`config.mk`:
```
export PLATFORM = sky130hd
export DESIGN_NAME = reg_hazard_scoreboard_flat
export DESIGN_NICKNAME = d
export VERILOG_FILES = /design/src/rtl/reg_hazard_scoreboard_pkg.sv /design/src/rtl/reg_hazard_scoreboard_if.sv /design/src/rtl/reg_hazard_scoreboard_cmp.sv /design/src/rtl/reg_hazard_scoreboard.sv /design/src/flat_wrapper.sv
export SDC_FILE = /design/constraint.sdc
export NUM_CORES = 1
export LEC_CHECK = 0
export ABC_AREA = 1
export CORE_MARGIN = 4
export CORE_UTILIZATION = 55
export CTS_CLUSTER_SIZE = 25
export DETAILED_ROUTE_END_ITERATION = 10
export PLACE_DENSITY_LB_ADDON = 0.08
export SYNTH_ARGS = -nofsm -noshare
export SYNTH_HDL_FRONTEND = slang
export SYNTH_HIERARCHICAL = 1
export SYNTH_SLANG_ARGS = --single-unit
```
`constraint.sdc`:
```
create_clock -name clk -period 3.63 [get_ports clk]
set_clock_uncertainty 0.2 [all_clocks]
set_input_delay 0.363 -clock clk [delete_from_list [all_inputs] [get_ports clk]]
set_output_delay 0.363 -clock clk [all_outputs]
set_load 0.01 [all_outputs]
```
`src/rtl/reg_hazard_scoreboard_pkg.sv`:
```
// reg_hazard_pkg: constants, forwarding encodings and the scoreboard entry
// type shared by the register hazard scoreboard and its comparator.
package reg_hazard_pkg;

  localparam int NUM_REGS = 15;
  localparam int ADDR_W   = 4;

  localparam logic [ADDR_W-1:0] PC_IDX = 4'd15;

  typedef enum logic [1:0] {
    FWD_REGFILE = 2'b00,
    FWD_MEM     = 2'b01,
    FWD_WB      = 2'b10
  } fwd_sel_e;

  typedef struct packed {
    logic              valid;
    logic [ADDR_W-1:0] dest;
    logic              mem_read;
  } sb_entry_t;

  // One-hot pending bit for a valid entry; R15 and beyond have no bit.
  function automatic logic [NUM_REGS-1:0] dest_onehot(input sb_entry_t e);
    logic [NUM_REGS-1:0] oh;
    oh = '0;
    for (int r = 0; r < NUM_REGS; r++) begin
      if (e.valid && (e.dest == ADDR_W'(r))) oh[r] = 1'b1;
    end
    return oh;
  endfunction

  // The youngest producer wins: EXE (its result is now in MEM) beats the older one.
  function automatic fwd_sel_e fwd_pick(input logic hit_exe, input logic hit_last);
    if (hit_exe)  return FWD_MEM;
    if (hit_last) return FWD_WB;
    return FWD_REGFILE;
  endfunction

endpackage

```
`src/rtl/reg_hazard_scoreboard_if.sv`:
```
// reg_hazard_scoreboard_if: ID-stage request side and stall/forward result
// side of the register hazard scoreboard. master = ID stage, slave = scoreboard.
interface reg_hazard_scoreboard_if;
  import reg_hazard_pkg::*;

  logic                freeze;
  logic                flush;
  logic                id_valid;
  logic [ADDR_W-1:0]   id_src1;
  logic [ADDR_W-1:0]   id_src2;
  logic                id_two_src;
  logic                id_wb_en;
  logic [ADDR_W-1:0]   id_dest;
  logic                id_mem_read;
  logic                hazard;
  logic [NUM_REGS-1:0] pending_mask;
  logic [1:0]          fwd_sel1;
  logic [1:0]          fwd_sel2;

  modport master (
    output freeze, flush, id_valid, id_src1, id_src2, id_two_src,
           id_wb_en, id_dest, id_mem_read,
    input  hazard, pending_mask, fwd_sel1, fwd_sel2
  );

  modport slave (
    input  freeze, flush, id_valid, id_src1, id_src2, id_two_src,
           id_wb_en, id_dest, id_mem_read,
    output hazard, pending_mask, fwd_sel1, fwd_sel2
  );

endinterface

```
`src/rtl/reg_hazard_scoreboard_cmp.sv`:
```
// reg_hazard_cmp: matches the ID-stage sources against one in-flight entry.
// The PC (R15) and any index past the register file never match.
module reg_hazard_cmp
  import reg_hazard_pkg::*;
(
  input  sb_entry_t         entry_i,
  input  logic              id_valid_i,
  input  logic [ADDR_W-1:0] src1_i,
  input  logic [ADDR_W-1:0] src2_i,
  input  logic              two_src_i,
  output logic              hit1_o,
  output logic              hit2_o,
  output logic              load_o
);

  logic dest_live;

  assign dest_live = entry_i.valid && (entry_i.dest != PC_IDX) &&
                     (int'(entry_i.dest) < NUM_REGS);

  assign hit1_o = id_valid_i && dest_live && (src1_i == entry_i.dest);
  assign hit2_o = id_valid_i && two_src_i && dest_live && (src2_i == entry_i.dest);
  assign load_o = entry_i.valid && entry_i.mem_read;

endmodule

```
`src/rtl/reg_hazard_scoreboard.sv`:
```
// reg_hazard_scoreboard: tracks destination registers in flight between ID
// and WB (EXE, MEM) and stalls an ID instruction that reads one of them.
// WB writers are invisible because the register file writes on the falling edge.
// Optional macro REG_HAZARD_FORWARDING_EN: stall only on load-use and drive
// registered EXE operand forwarding selects.
module reg_hazard_scoreboard
  import reg_hazard_pkg::*;
#(
  parameter int TRACK_DEPTH = 2
) (
  input logic                    clk,
  input logic                    rst,
  reg_hazard_scoreboard_if.slave sb
);

`ifdef REG_HAZARD_FORWARDING_EN
  localparam bit LOAD_USE_ONLY = 1'b1;
`else
  localparam bit LOAD_USE_ONLY = 1'b0;
`endif

  sb_entry_t [TRACK_DEPTH-1:0] ent_q, ent_d;
  logic [NUM_REGS-1:0]         mask_q, mask_d;
  logic [TRACK_DEPTH-1:0]      hit1, hit2, load, stall_vec;
  logic                        hazard, issue;

  for (genvar k = 0; k < TRACK_DEPTH; k++) begin : g_ent
    reg_hazard_cmp u_cmp (
      .entry_i    (ent_q[k]),
      .id_valid_i (sb.id_valid),
      .src1_i     (sb.id_src1),
      .src2_i     (sb.id_src2),
      .two_src_i  (sb.id_two_src),
      .hit1_o     (hit1[k]),
      .hit2_o     (hit2[k]),
      .load_o     (load[k])
    );
    // With forwarding only a load still in EXE cannot be bypassed.
    assign stall_vec[k] = (hit1[k] | hit2[k]) &
                          (LOAD_USE_ONLY ? ((k == 0) && load[k]) : 1'b1);
  end

  assign hazard          = (|stall_vec) & ~sb.freeze;
  assign issue           = sb.id_valid & sb.id_wb_en & ~hazard & ~sb.flush;
  assign sb.hazard       = hazard;
  assign sb.pending_mask = mask_q;

  // Shift the chain one stage and rebuild the pending mask from its new contents.
  always_comb begin
    ent_d    = ent_q;
    ent_d[0] = '{valid: issue, dest: sb.id_dest, mem_read: sb.id_mem_read};
    for (int k = 1; k < TRACK_DEPTH; k++) ent_d[k] = ent_q[k-1];
    mask_d = '0;
    for (int k = 0; k < TRACK_DEPTH; k++) mask_d = mask_d | dest_onehot(ent_d[k]);
  end

  // Reset clears everything, freeze holds, otherwise the chain advances.
  always_ff @(posedge clk) begin
    if (rst) begin
      ent_q  <= '0;
      mask_q <= '0;
    end else if (!sb.freeze) begin
      ent_q  <= ent_d;
      mask_q <= mask_d;
    end
  end

`ifdef REG_HAZARD_FORWARDING_EN
  fwd_sel_e fwd1_q, fwd1_d, fwd2_q, fwd2_d;

  // Operand sources for the instruction entering EXE; a bubble reads the regfile.
  always_comb begin
    fwd1_d = FWD_REGFILE;
    fwd2_d = FWD_REGFILE;
    if (!hazard && !sb.flush) begin
      fwd1_d = fwd_pick(hit1[0], hit1[TRACK_DEPTH-1]);
      fwd2_d = fwd_pick(hit2[0], hit2[TRACK_DEPTH-1]);
    end
  end

  // Selects travel with the instruction into EXE and hold under freeze.
  always_ff @(posedge clk) begin
    if (rst) begin
      fwd1_q <= FWD_REGFILE;
      fwd2_q <= FWD_REGFILE;
    end else if (!sb.freeze) begin
      fwd1_q <= fwd1_d;
      fwd2_q <= fwd2_d;
    end
  end

  assign sb.fwd_sel1 = fwd1_q;
  assign sb.fwd_sel2 = fwd2_q;
`else
  assign sb.fwd_sel1 = FWD_REGFILE;
  assign sb.fwd_sel2 = FWD_REGFILE;
`endif

endmodule

```
`src/flat_wrapper.sv`:
```
// flat-port wrapper written by rule: the top's interface ports become plain ports
module reg_hazard_scoreboard_flat import reg_hazard_pkg::*;
#(
  parameter int TRACK_DEPTH = 2
)
  (clk, rst, sb_freeze, sb_flush, sb_id_valid, sb_id_src1, sb_id_src2, sb_id_two_src, sb_id_wb_en, sb_id_dest, sb_id_mem_read, sb_hazard, sb_pending_mask, sb_fwd_sel1, sb_fwd_sel2);
  reg_hazard_scoreboard_if sb_i ();
  input logic clk;
  input logic rst;
  input wire logic [$bits(sb_i.freeze)-1:0] sb_freeze;
  input wire logic [$bits(sb_i.flush)-1:0] sb_flush;
  input wire logic [$bits(sb_i.id_valid)-1:0] sb_id_valid;
  input wire logic [$bits(sb_i.id_src1)-1:0] sb_id_src1;
  input wire logic [$bits(sb_i.id_src2)-1:0] sb_id_src2;
  input wire logic [$bits(sb_i.id_two_src)-1:0] sb_id_two_src;
  input wire logic [$bits(sb_i.id_wb_en)-1:0] sb_id_wb_en;
  input wire logic [$bits(sb_i.id_dest)-1:0] sb_id_dest;
  input wire logic [$bits(sb_i.id_mem_read)-1:0] sb_id_mem_read;
  output wire logic [$bits(sb_i.hazard)-1:0] sb_hazard;
  output wire logic [$bits(sb_i.pending_mask)-1:0] sb_pending_mask;
  output wire logic [$bits(sb_i.fwd_sel1)-1:0] sb_fwd_sel1;
  output wire logic [$bits(sb_i.fwd_sel2)-1:0] sb_fwd_sel2;
  assign sb_i.freeze = sb_freeze;
  assign sb_i.flush = sb_flush;
  assign sb_i.id_valid = sb_id_valid;
  assign sb_i.id_src1 = sb_id_src1;
  assign sb_i.id_src2 = sb_id_src2;
  assign sb_i.id_two_src = sb_id_two_src;
  assign sb_i.id_wb_en = sb_id_wb_en;
  assign sb_i.id_dest = sb_id_dest;
  assign sb_i.id_mem_read = sb_id_mem_read;
  assign sb_hazard = sb_i.hazard;
  assign sb_pending_mask = sb_i.pending_mask;
  assign sb_fwd_sel1 = sb_i.fwd_sel1;
  assign sb_fwd_sel2 = sb_i.fwd_sel2;
  reg_hazard_scoreboard #(.TRACK_DEPTH(TRACK_DEPTH)) u_core (.clk(clk), .rst(rst), .sb(sb_i));
endmodule
```
==> results.txt <==
Clock Latency Late Sink -> 0.32 ns
Vias in the first global route -> 1590
Via/cell ratio -> 4.92
R2R cell count -> 10
Tmin final -> 2.80 ns
Post-Synthesis Cell Area -> 1740 sq um
Fin crit share -> 0.773
RSZ-0062 raised after global routing -> false
All-Layer GR Usage -> 0.219
Sink Count -> 25
Synth warn -> 6
GPL Wtd Cong -> 0.939
Average cell area after synthesis -> 6.12 sq um
Hold crit path type -> register to register
Clk pwr share -> 0.230
Setup_tns -> 0 ns
Layout cell share with drive strength beyond 1 -> 0.111
Finish-stage setup viols -> 0
Max VDD drop -> 0.182 mV
Die Y -> 64.3 um
Largest net degree at the start of global routing -> 36
WS Path Type -> register to output port
Full die area -> 4130 sq um
# port buffers -> 34
Worst-case hold slack -> 0.358 ns
CTS tree -> done
Reg2reg end -> u_core/sb.pending_mask[4]$_SDFFE_PP0N_
ANT cells -> 0
Iteration-0 DRC Markers -> 133
Worst hold stages -> 2
Static Leak -> 0.849 nW
Pwr Density -> 260 nW/um^2
Clock transition at path regs -> 0.14 ns
Layout Cells excl Fill -> 358
Max Root-Sink Buffers -> 2
Max_cap viols -> 0
Post-CTS Setup Inserts -> 0
Core footprint -> 3050 sq um
Maximum fanout along the worst path -> 8
Sequential power share -> 0.550
Switching share of power -> 0.311
Initial DRT Pass Iterations -> 4
Arrival time worst endpoint -> 2.24 ns
Worst Hold End -> u_core/sb.pending_mask[0]$_SDFFE_PP0N_
Die extent in x -> 64.3 um
HPWL after detailed placement -> 3.09 mm
Fin. max-slew vios -> 0
Net Sw Power -> 168 uW
Hold Crit Start -> u_core/sb.pending_mask[0]$_SDFFE_PP0N_
F_max -> 357 MHz
WL/cell -> 11.4 um
Gate power share -> 0.220
# nets final -> 335
First-pass GRT wire length -> 7.26 mm
Worst R2R Setup Slack -> 1.72 ns
# DRC -> 0
Critical Path Source Type -> register
Final wirelength -> 4.08 mm
Critical Path End Type -> output port
Int Pwr -> 372 uW
Hold Buf Count CTS -> 0
Status -> finished clean
CTS root buffer -> clkbuf_4
Placed Cells -> 354
FP Rows -> 20
CTS Buf Count -> 3
Routed vias -> 1761
Initial Util -> 0.571
Reg2reg start -> u_core/ent_d[10]$_SDFFE_PP0N_
Initial antenna violation count -> 0
Congestion Overflow GR -> 0
I/O pins -> 40
H-tree Lvls -> 1
PostCTS Resize Cnt -> 0
Antenna-violating nets left -> 0
Req. time, crit path -> 3.07 ns
Syn Inst Count -> 285
Area grow syn2layout -> 19.3%
Final Hold Vio Count -> 0
-- critical path: stages, from the launching register on --
cell	delay [ns]
dfxtp_1	0.55
inv_2	0.11
nand2_1	0.08
nand2_1	0.05
nor2_1	0.13
nand2_1	0.07
nor2_2	0.07
nor2_1	0.04
nand2_1	0.10
nand2_1	0.12
inv_1	0.08
clkdlybuf4s50_1	0.53
-- state kept, by name, indices dropped and copies added, names as in the netlist --
signal	flops
u_core/sb.pending_mask	15
u_core/ent_q	5
u_core/ent_d	5
-- power groups by stage --
stage	clock, mW	combinational (mW)	sequential [mW]
after floorplan	0	0.0799	0.301
after global placement	0	0.116	0.303
after detailed placement	0	0.118	0.303
after CTS	0.130	0.118	0.297
after global routing	0.140	0.135	0.299
final	0.124	0.119	0.297
-- layout by cell type, fill, tap and decap left out, types with 4 or more instances in the layout --
cell and n:
o21ai_0 11, nor2_1 44, nand2_1 80, inv_2 12, nand3_1 7, nand4_1 12, inv_1 21, o21a_1 6
conb_1 4, clkdlybuf4s50_1 34, nor2_2 4, a21oi_1 21, a21boi_1 5, clkinv_1 4, dfxtp_1 25, a21oi_2 6
-- through the flow --
| stage | total power [mW] | setup WS, ns | utilization | cell area (sq um) |
|---|---|---|---|---|
| final | 0.540 | 0.826 | 0.681 | 2080 |
| after global placement | 0.420 | 0.869 | 0.672 | 2050 |
| after detailed placement | 0.421 | 0.872 | 0.672 | 2050 |
| after CTS | 0.545 | 0.822 | 0.681 | 2080 |
| after floorplan | 0.381 | 1.93 | - | 1750 |
| after global routing | 0.575 | 0.591 | 0.681 | 2080 |
-- how the worst max path moves through the flow --
stage,end,slack [ns],start
finish,sb_hazard,0.83,u_core/ent_d[10]$_SDFFE_PP0N_
global route,sb_hazard,0.59,u_core/ent_d[10]$_SDFFE_PP0N_
CTS,sb_hazard,0.82,u_core/ent_d[10]$_SDFFE_PP0N_
detailed placement,sb_hazard,0.87,sb_id_src2[0]
global placement,sb_hazard,0.87,sb_id_src2[0]
floorplan,sb_hazard,1.93,u_core/ent_d[8]$_SDFFE_PP0N_
-- final cells by class --
| cell class | instances | area (sq um) |
|---|---|---|
| multi-input combinational | 211 | 991 |
| fill | 300 | 973 |
| sequential | 25 | 500 |
| timing repair buffer | 36 | 355 |
| inverter | 38 | 150 |
| tap | 44 | 55.1 |
| clock buffer | 3 | 22.5 |
| clock inverter | 1 | 5.00 |
-- routing by layer --
layer | part of all wire | up-vias | track usage
li1 | - | 959 | -
met1 | 0.49 | 738 | 0.335
met2 | 0.42 | 60 | 0.318
met3 | 0.074 | 4 | 0.0351
met4 | 0.0083 | 0 | 0.0475
met5 | 0 | - | 0
(Power assumes the default switching activity.)
==> patch: new RTL, config.mk and constraints unchanged <==
The package constant `NUM_REGS` goes from 15 to 14.
--- a/src/rtl/reg_hazard_scoreboard_pkg.sv
+++ b/src/rtl/reg_hazard_scoreboard_pkg.sv
@@ -2,7 +2,7 @@
 // type shared by the register hazard scoreboard and its comparator.
 package reg_hazard_pkg;
 
-  localparam int NUM_REGS = 15;
+  localparam int NUM_REGS = 14;
   localparam int ADDR_W   = 4;
 
   localparam logic [ADDR_W-1:0] PC_IDX = 4'd15;
Ports: changed (resized sb_pending_mask); port bits go from 40 to 39. The function was not compared with the original's and may differ.
==> patch against the unedited design <==
Cell area down 8.5%. Critical path depth is 1 higher. Sequential cell count decreased by 1. Register-to-register slack got worse by 0.03 ns. Fmax is 3.3% higher. Utilization rose by 1.5 points. Count of clock-buffer cells in the layout did not move. Synthesized area decreased by 11%. Routed wire length shrank 11%. Total power shrank 4.9%. Setup slack better by 0.090 ns. Non-clock buffer count down 1. Final cell count shrank 10%. Critical path type is now input pin to output port.
==> patch: results (changes against the unedited design) <==
status: "complete, no violations"
synthCells: 263  # -7.7%
seq_area_um2: 480.5  # -4.0%
port_buffers: 33  # -2.9%
pg_comb_uw: 114  # -4%
fillerInstances: 285  # -5.0%
placed_cell_area_um2: 1879  # -8.4%
nonClockInverterCount: 37  # -2.6%
grt_pass1_wl_um: 5968  # -18%
via_count: 1636  # -7.1%
place_hpwl_um: 2718  # -12%
drive_gt1_frac: 0.04811  # -0.06336
vdd_drop_max_mv: 0.2784  # +53%
place.gp.congestion: 0.8571  # -8.8%
fin_hold_ws_ns: 0.3433  # -0.01458 ns
power_density_nw_per_um2: 270.2  # +4.0%
dp_slack_ns: 0.9170  # +0.04496 ns
avgViaCountPerCell: 5.081  # +3.3%
drtIter0Drc: 63  # -53%
signal_buffers: 35  # -2.8%
crit_path_start: "sb_id_src1[2]"
bufAreaShareNonClock: 0.1816  # +0.01070
r2r_slack_ns: 1.69  # -0.03 ns
pwr.group.clock_uw: 114  # -8%
clock_area_frac: 0.01184  # -0.001395
grt_max_degree: 34  # -5.6%
[patch: critical path: stages]
cell             delay [ns]
clkdlybuf4s50_1        0.52
inv_1                  0.05
nand2_1                0.05
nand2_1                0.05
nor2_1                 0.11
nand2_1                0.08
nor2_2                 0.08
nor2_1                 0.04
nand2_1                0.10
nand2_1                0.11
inv_1                  0.07
clkdlybuf4s50_1        0.52
[patch: metal layers]
metal / vias to the layer above / share of wire / global-route usage / wire length [µm]
li1: 877 / - / - / -
met1: 714 / 0.46 / 0.2574 / 1658
met2: 41 / 0.48 / 0.3580 / 1740
met3: 4 / 0.053 / 0.01258 / 191
met4: 0 / 0.0099 / 0.07430 / 36
met5: - / 0 / 0 / 0
[patch: final timing paths]
| path | to | cells past startpoint |
|---|---|---|
| worst max-delay path | sb_hazard | 12 |
| worst min-delay path | u_core/ent_d[11] | 2 |
| worst max register to register | u_core/sb.pending_mask[6] | 10 |
| worst min register to register | u_core/ent_d[11] | 2 |
